[config.mk]
export PLATFORM = sky130hd
export DESIGN_NAME = formic_bctl_wb_arb_flat
export DESIGN_NICKNAME = d
export VERILOG_FILES = /design/src/rtl/formic_bctl_pkg.sv /design/src/rtl/formic_bctl_wb_arb_if.sv /design/src/rtl/formic_bctl_wb_rr2.sv /design/src/rtl/formic_bctl_wb_arb.sv /design/src/flat_wrapper.sv
export SDC_FILE = /design/constraint.sdc
export NUM_CORES = 1
export LEC_CHECK = 0
export ABC_AREA = 1
export CAP_MARGIN = 20
export CORE_ASPECT_RATIO = 1.4
export CORE_MARGIN = 3
export CORE_UTILIZATION = 37
export CTS_CLUSTER_SIZE = 16
export DETAILED_ROUTE_END_ITERATION = 10
export PLACE_DENSITY = 0.78
export SYNTH_ARGS = -nofsm -noshare
export SYNTH_HDL_FRONTEND = slang
export SYNTH_HIERARCHICAL = 1
export SYNTH_SLANG_ARGS = --single-unit
[constraint.sdc]
create_clock -name clk_mc -period 2 [get_ports clk_mc]
set_clock_uncertainty 0.15 [all_clocks]
set_input_delay 0.3 -clock clk_mc [delete_from_list [all_inputs] [get_ports clk_mc]]
set_output_delay 0.3 -clock clk_mc [all_outputs]
set_load 0.05 [all_outputs]
[src/rtl/formic_bctl_pkg.sv]
// Shared types and constants for the board-controller write-back arbiter.
// One-hot FSM encodings, owner encodings and the default burst length.
package formic_bctl_pkg;

  localparam int unsigned BURST_LEN_DEF = 16;

  typedef enum logic [2:0] {
    ST_IDLE  = 3'b001,
    ST_GRANT = 3'b010,
    ST_BURST = 3'b100
  } state_e;

  typedef enum logic {
    OWN_TRC = 1'b0,
    OWN_AUX = 1'b1
  } owner_e;

endpackage

[src/rtl/formic_bctl_wb_arb_if.sv]
// Requester and L2C write-back signals of the arbiter, bundled in one interface.
// The master modport is the arbiter side; the slave modport is the FIFO/L2C side.
interface formic_bctl_wb_arb_if;
  logic        i_trc_req;
  logic [31:0] i_trc_adr;
  logic [31:0] i_trc_data;
  logic        o_trc_gnt;
  logic        o_trc_deq;
  logic        i_aux_req;
  logic [31:0] i_aux_adr;
  logic [31:0] i_aux_data;
  logic        o_aux_gnt;
  logic        o_aux_deq;
  logic        i_l2c_wb_space;
  logic        o_l2c_wb_valid;
  logic [31:0] o_l2c_wb_adr;
  logic [31:0] o_l2c_wb_data;

  modport master (
    input  i_trc_req, i_trc_adr, i_trc_data,
    output o_trc_gnt, o_trc_deq,
    input  i_aux_req, i_aux_adr, i_aux_data,
    output o_aux_gnt, o_aux_deq,
    input  i_l2c_wb_space,
    output o_l2c_wb_valid, o_l2c_wb_adr, o_l2c_wb_data
  );

  modport slave (
    output i_trc_req, i_trc_adr, i_trc_data,
    input  o_trc_gnt, o_trc_deq,
    output i_aux_req, i_aux_adr, i_aux_data,
    input  o_aux_gnt, o_aux_deq,
    output i_l2c_wb_space,
    input  o_l2c_wb_valid, o_l2c_wb_adr, o_l2c_wb_data
  );
endinterface

[src/rtl/formic_bctl_wb_rr2.sv]
// Two-input round-robin picker with trace-priority override.
// The last-owner register resets to aux so trace wins the first tie.
module formic_bctl_wb_rr2
  import formic_bctl_pkg::*;
(
  input  logic   clk_mc,
  input  logic   rst_mc,
  input  logic   req_trc_i,
  input  logic   req_aux_i,
  input  logic   prio_trc_i,
  input  logic   upd_i,
  input  owner_e own_i,
  output owner_e pick_o
);

  owner_e last_q;
  owner_e last_d;

  always_comb begin
    last_d = last_q;
    if (upd_i) last_d = own_i;
  end

  always_ff @(posedge clk_mc) begin
    if (rst_mc) last_q <= OWN_AUX;
    else        last_q <= last_d;
  end

  always_comb begin
    pick_o = OWN_TRC;
    if (req_trc_i && req_aux_i) begin
      if (prio_trc_i)             pick_o = OWN_TRC;
      else if (last_q == OWN_TRC) pick_o = OWN_AUX;
      else                        pick_o = OWN_TRC;
    end else if (req_aux_i) begin
      pick_o = OWN_AUX;
    end
  end

endmodule

[src/rtl/formic_bctl_wb_arb.sv]
// Whole-burst arbiter sharing the L2C write-back channel between trace and aux.
// Grants one burst at a time, drives one aligned address and pops the owner's FIFO.
module formic_bctl_wb_arb
  import formic_bctl_pkg::*;
#(
  parameter int unsigned BURST_LEN = BURST_LEN_DEF,
  parameter int unsigned CNT_W     = 16
) (
  input  logic                clk_mc,
  input  logic                rst_mc,
  formic_bctl_wb_arb_if.master bus,
  input  logic                i_arb_trc_prio,
  output logic                o_busy,
  output logic [CNT_W-1:0]    o_trc_bursts,
  output logic [CNT_W-1:0]    o_aux_bursts
);

  localparam int unsigned WC_W = $clog2(BURST_LEN);
  localparam logic [WC_W-1:0] WORD_LAST = WC_W'(BURST_LEN - 1);

  state_e            state_q, state_d;
  owner_e            owner_q, owner_d;
  owner_e            pick;
  logic [31:0]       adr_q, adr_d;
  logic [WC_W-1:0]   word_q, word_d;
  logic [CNT_W-1:0]  trc_cnt_q, trc_cnt_d;
  logic [CNT_W-1:0]  aux_cnt_q, aux_cnt_d;
  logic              req_any;
  logic              last_word;

  assign req_any   = bus.i_trc_req | bus.i_aux_req;
  assign last_word = (state_q == ST_BURST) && (word_q == WORD_LAST);

  formic_bctl_wb_rr2 u_rr2 (
    .clk_mc     (clk_mc),
    .rst_mc     (rst_mc),
    .req_trc_i  (bus.i_trc_req),
    .req_aux_i  (bus.i_aux_req),
    .prio_trc_i (i_arb_trc_prio),
    .upd_i      (state_q == ST_GRANT),
    .own_i      (owner_q),
    .pick_o     (pick)
  );

  always_ff @(posedge clk_mc) begin
    if (rst_mc) begin
      state_q   <= ST_IDLE;
      owner_q   <= OWN_AUX;
      adr_q     <= '0;
      word_q    <= '0;
      trc_cnt_q <= '0;
      aux_cnt_q <= '0;
    end else begin
      state_q   <= state_d;
      owner_q   <= owner_d;
      adr_q     <= adr_d;
      word_q    <= word_d;
      trc_cnt_q <= trc_cnt_d;
      aux_cnt_q <= aux_cnt_d;
    end
  end

  always_comb begin
    state_d = state_q;
    unique case (state_q)
      ST_IDLE:  if (bus.i_l2c_wb_space && req_any) state_d = ST_GRANT;
      ST_GRANT: state_d = ST_BURST;
      ST_BURST: if (word_q == WORD_LAST) state_d = ST_IDLE;
      default:  state_d = ST_IDLE;
    endcase
  end

  // Datapath registers: owner chosen in Idle, address captured in Grant.
  always_comb begin
    owner_d   = owner_q;
    adr_d     = adr_q;
    word_d    = word_q;
    trc_cnt_d = trc_cnt_q;
    aux_cnt_d = aux_cnt_q;
    if (state_q == ST_IDLE && state_d == ST_GRANT) owner_d = pick;
    if (state_q == ST_GRANT) begin
      word_d = '0;
      adr_d  = ((owner_q == OWN_TRC) ? bus.i_trc_adr : bus.i_aux_adr) & 32'hFFFF_FFC0;
    end
    if (state_q == ST_BURST) word_d = word_q + 1'b1;
    if (last_word) begin
      if (owner_q == OWN_TRC) trc_cnt_d = trc_cnt_q + 1'b1;
      else                    aux_cnt_d = aux_cnt_q + 1'b1;
    end
  end

  always_comb begin
    bus.o_trc_gnt      = 1'b0;
    bus.o_aux_gnt      = 1'b0;
    bus.o_trc_deq      = 1'b0;
    bus.o_aux_deq      = 1'b0;
    bus.o_l2c_wb_valid = 1'b0;
    bus.o_l2c_wb_data  = '0;
    o_busy             = (state_q != ST_IDLE);
    unique case (state_q)
      ST_GRANT: begin
        bus.o_trc_gnt = (owner_q == OWN_TRC);
        bus.o_aux_gnt = (owner_q == OWN_AUX);
      end
      ST_BURST: begin
        bus.o_l2c_wb_valid = 1'b1;
        bus.o_trc_deq      = (owner_q == OWN_TRC);
        bus.o_aux_deq      = (owner_q == OWN_AUX);
        bus.o_l2c_wb_data  = (owner_q == OWN_TRC) ? bus.i_trc_data : bus.i_aux_data;
      end
      default: ;
    endcase
  end

  assign bus.o_l2c_wb_adr = adr_q;
  assign o_trc_bursts     = trc_cnt_q;
  assign o_aux_bursts     = aux_cnt_q;

endmodule
[src/flat_wrapper.sv]
// flat-port wrapper written by rule: the top's interface ports become plain ports
module formic_bctl_wb_arb_flat import formic_bctl_pkg::*;
#(
  parameter int unsigned BURST_LEN = BURST_LEN_DEF,
  parameter int unsigned CNT_W     = 16
)
  (clk_mc, rst_mc, i_arb_trc_prio, o_busy, o_trc_bursts, o_aux_bursts, bus_i_trc_req, bus_i_trc_adr, bus_i_trc_data, bus_o_trc_gnt, bus_o_trc_deq, bus_i_aux_req, bus_i_aux_adr, bus_i_aux_data, bus_o_aux_gnt, bus_o_aux_deq, bus_i_l2c_wb_space, bus_o_l2c_wb_valid, bus_o_l2c_wb_adr, bus_o_l2c_wb_data);
  formic_bctl_wb_arb_if bus_i ();
  input  logic clk_mc;
  input  logic rst_mc;
  input  logic i_arb_trc_prio;
  output logic o_busy;
  output logic [CNT_W-1:0] o_trc_bursts;
  output logic [CNT_W-1:0] o_aux_bursts;
  input wire logic [$bits(bus_i.i_trc_req)-1:0] bus_i_trc_req;
  input wire logic [$bits(bus_i.i_trc_adr)-1:0] bus_i_trc_adr;
  input wire logic [$bits(bus_i.i_trc_data)-1:0] bus_i_trc_data;
  output wire logic [$bits(bus_i.o_trc_gnt)-1:0] bus_o_trc_gnt;
  output wire logic [$bits(bus_i.o_trc_deq)-1:0] bus_o_trc_deq;
  input wire logic [$bits(bus_i.i_aux_req)-1:0] bus_i_aux_req;
  input wire logic [$bits(bus_i.i_aux_adr)-1:0] bus_i_aux_adr;
  input wire logic [$bits(bus_i.i_aux_data)-1:0] bus_i_aux_data;
  output wire logic [$bits(bus_i.o_aux_gnt)-1:0] bus_o_aux_gnt;
  output wire logic [$bits(bus_i.o_aux_deq)-1:0] bus_o_aux_deq;
  input wire logic [$bits(bus_i.i_l2c_wb_space)-1:0] bus_i_l2c_wb_space;
  output wire logic [$bits(bus_i.o_l2c_wb_valid)-1:0] bus_o_l2c_wb_valid;
  output wire logic [$bits(bus_i.o_l2c_wb_adr)-1:0] bus_o_l2c_wb_adr;
  output wire logic [$bits(bus_i.o_l2c_wb_data)-1:0] bus_o_l2c_wb_data;
  assign bus_i.i_trc_req = bus_i_trc_req;
  assign bus_i.i_trc_adr = bus_i_trc_adr;
  assign bus_i.i_trc_data = bus_i_trc_data;
  assign bus_o_trc_gnt = bus_i.o_trc_gnt;
  assign bus_o_trc_deq = bus_i.o_trc_deq;
  assign bus_i.i_aux_req = bus_i_aux_req;
  assign bus_i.i_aux_adr = bus_i_aux_adr;
  assign bus_i.i_aux_data = bus_i_aux_data;
  assign bus_o_aux_gnt = bus_i.o_aux_gnt;
  assign bus_o_aux_deq = bus_i.o_aux_deq;
  assign bus_i.i_l2c_wb_space = bus_i_l2c_wb_space;
  assign bus_o_l2c_wb_valid = bus_i.o_l2c_wb_valid;
  assign bus_o_l2c_wb_adr = bus_i.o_l2c_wb_adr;
  assign bus_o_l2c_wb_data = bus_i.o_l2c_wb_data;
  formic_bctl_wb_arb #(.BURST_LEN(BURST_LEN), .CNT_W(CNT_W)) u_core (.clk_mc(clk_mc), .rst_mc(rst_mc), .bus(bus_i), .i_arb_trc_prio(i_arb_trc_prio), .o_busy(o_busy), .o_trc_bursts(o_trc_bursts), .o_aux_bursts(o_aux_bursts));
endmodule
==> results.cfg <==
[placed_design]
dp_slack_ps = 219
dp.cells = 858
hpwl_um = 9980
dpl-instance-area_mm2 = 0.00624
place.gp.congestion = 0.820
portBuffers = 217

[critical_path]
r2r_cells = 7
cp.arrival_ps = 1580
slowest_stage = dfxtp_2
start_kind = register
rrSetupSlack_ps = 150
critical_path_required_ps = 1550
reg2reg_from = u_core/word_q[0]
setup.worst_path.end_class = output port
reg2reg_to = u_core/o_aux_bursts[12]
cp_max_fo = 8
slowest_delay_ps = 340
cp_cell_sequence = nor2_4, nand3_4, inv_8, buf_16, a22o_1, buf_12
crit_type = reg -> out

[sta]
tightestPinTransition_ps = 536
finalWorstSetupSlack_ps = -26.7
min_period_ps = 2030
rsz0062_at_grt = true
slew_headroom_pct = 64.1
timing.fmax_ghz = 0.493
drv_slew = 0
hold_violations = 0
fin_crit_sh_pct = 101
setup_viol = 6

[clock_tree]
cts_buffers = 9
cts.htree.levels = 3
cts_tree = done
clk_pin_slew_ps = 60
clock_path_buffers = 2
numClockSinks = 67
cts_hold_buf = 0
cts_root_buf = clkbuf_16
clk_latency_ps = 330

[detailed_routing]
ant_nets = 0
dr.pass1.iters = 4
num_vias = 4412
vias_per_cell = 5.00
dr.first_iter.drc_count = 124
drc = 0
drt-total-wl_um = 14000
wl_per_cell_um = 15.8

[floorplan]
ios = 236
start_util_pct = 38.1
row_count = 42
die_h_um = 123
die_x_um = 89.7
core_area_mm2 = 0.00951
dieArea_mm2 = 0.0110

[global_routing]
track_usage_pct = 22.9
grt_pass1_vias = 4118
grt_pass1_wl_um = 19600
overflow = 0
antenna_found_initial = 0
grt_max_degree = 28

[hold_path]
min_to = u_core/o_trc_bursts[10]
worstHoldPathCells = 2
worstHoldStart = u_core/o_trc_bursts[10]
hp-class = reg -> reg

[power_and_ir_drop]
vdd_drop_max_uv = 633
power_w = 0.00349
power_density_mw_per_mm2 = 498
p_leak_nw = 2.93

[logic_synthesis]
yosys-top-cells-area = dfxtp_1 (37%), nand2_1 (17%), a22o_1 (7.7%), nor2_1 (5.5%), inv_1 (5.3%)
ys_top_cells_by_count = nand2_1 (164), dfxtp_1 (67), nor2_1 (53), inv_1 (51), a22o_1 (32)
postSynthAreaPerCell_um2 = 6.98
synth_seq_area_share_pct = 37.0
synthFlopType = dfxtp_1
synth.top_cell.area_share_pct = 37.0
ys_warn_count = 6
async_flop_share_pct = 0
synth_top_area_cell = dfxtp_1
ys_ff_latch = 67
synth_enable_flop_cells = 0
ys_types = 31
syn_area_mm2 = 0.00362
synth_most_common_cell = nand2_1
syn_inst = 519

[cells_and_area]
syn2layout_area_growth_pct = 93.3
drive_above_1_share_pct = 19.3
layoutNonFillerInstCount = 882
fin_nets = 882
insertedDiodeCount = 0
final_cell_area_mm2 = 0.00701
fin_util_pct = 73.7

[job]
drv_cap = 0

[outcome]
violations = setup timing
outcome = complete, but fails checks
-- worst max-delay path by stage --
stage,end,cells after the start,startpoint
detailed placement,bus_o_l2c_wb_data[29],5,u_core/owner_q
finish,bus_o_l2c_wb_data[10],6,u_core/state_q[0]
global placement,bus_o_aux_gnt,5,u_core/state_q[1]
CTS,bus_o_l2c_wb_data[29],6,u_core/state_q[1]
floorplan,bus_o_l2c_wb_data[22],5,u_core/state_q[0]
global route,bus_o_l2c_wb_data[10],6,u_core/state_q[0]
-- area by class of cell --
cell class	instances	area, µm²
Tap cell	132	165
Fill cell	687	2510
Clock buffer	10	229
Multi-Input combinational cell	376	2150
Inverter	52	208
Clock inverter	6	88.8
Timing Repair Buffer	239	2810
Sequential cell	67	1350
-- metal layers --
layer	wire (µm)	vias to the layer above	track usage [%]	share of wire [%]
met5	0	-	0	0
met4	282	0	7.26	2.0
met3	1220	25	7.53	8.8
met2	7530	203	42.3	54
met1	4930	2022	23.8	35
li1	-	2162	-	-
-- registers in the layout (all words and copies together), names as in the netlist --
name,cells
u_core/bus.o_l2c_wb_adr,26
u_core/o_aux_bursts,16
u_core/o_trc_bursts,16
u_core/owner_q,1
u_core/state_q,3
u_core/u_rr2/last_q,1
u_core/word_q,4
-- stage by stage --
| step | hold WS, ps | TNS, ps |
|---|---|---|
| 3_5_place_dp | 315 | 0 |
| 6_report | 324 | -53.0 |
| 3_3_place_gp | 300 | 0 |
| 2_1_floorplan | 238 | 0 |
| 5_1_grt | 345 | -1330 |
| 4_1_cts | 326 | -235 |
-- layout by cell type, fill, tap and decap left out, types with 12 or more instances in the layout --
| cell type | n |
|---|---|
| a21oi_1 | 19 |
| buf_12 | 41 |
| inv_1 | 49 |
| nand3_1 | 21 |
| o21ai_0 | 12 |
| nor2_1 | 53 |
| nand2_1 | 164 |
| buf_4 | 34 |
| dfxtp_1 | 65 |
| clkbuf_16 | 13 |
| a31oi_1 | 26 |
| a22o_4 | 26 |
| clkdlybuf4s50_1 | 148 |
-- what timing repair did --
action	CTS	global route
resized for setup	16	39
endpoints found under the setup margin	38	42
pin swaps	10	7
setup buffers	2	1
gates cloned	1	4
-- logic make-up (layout without fill, tap and decap cells) --
logic type | count (synthesis) | after routing | share of synthesized area, %
other | 1 | 6 | 0.103
AND/OR/NAND/NOR | 272 | 272 | 33.1
buffers and inverters | 81 | 307 | 10.9
flip-flops | 67 | 67 | 37.0
XOR/XNOR | 3 | 3 | 0.725
AO/OA/AOI/OAI | 92 | 92 | 17.1
adder cells (fa/ha/maj) | 3 | 3 | 1.04
-- report_power, final --
part           total [W]  internal [W]  switching, W
logic           0.000431      0.000254      0.000177
registers        0.00136       0.00135     0.0000126
clock network    0.00170       0.00109      0.000603
-- worst max-delay path: cells and delay by family, from the launching register on --
family | cells | cell delay [ps]
buf+inv | 3 | 400
flops | 1 | 340
simple gates | 2 | 310
compound gates | 1 | 200
No activity file was read; power rests on OpenSTA's default activity.
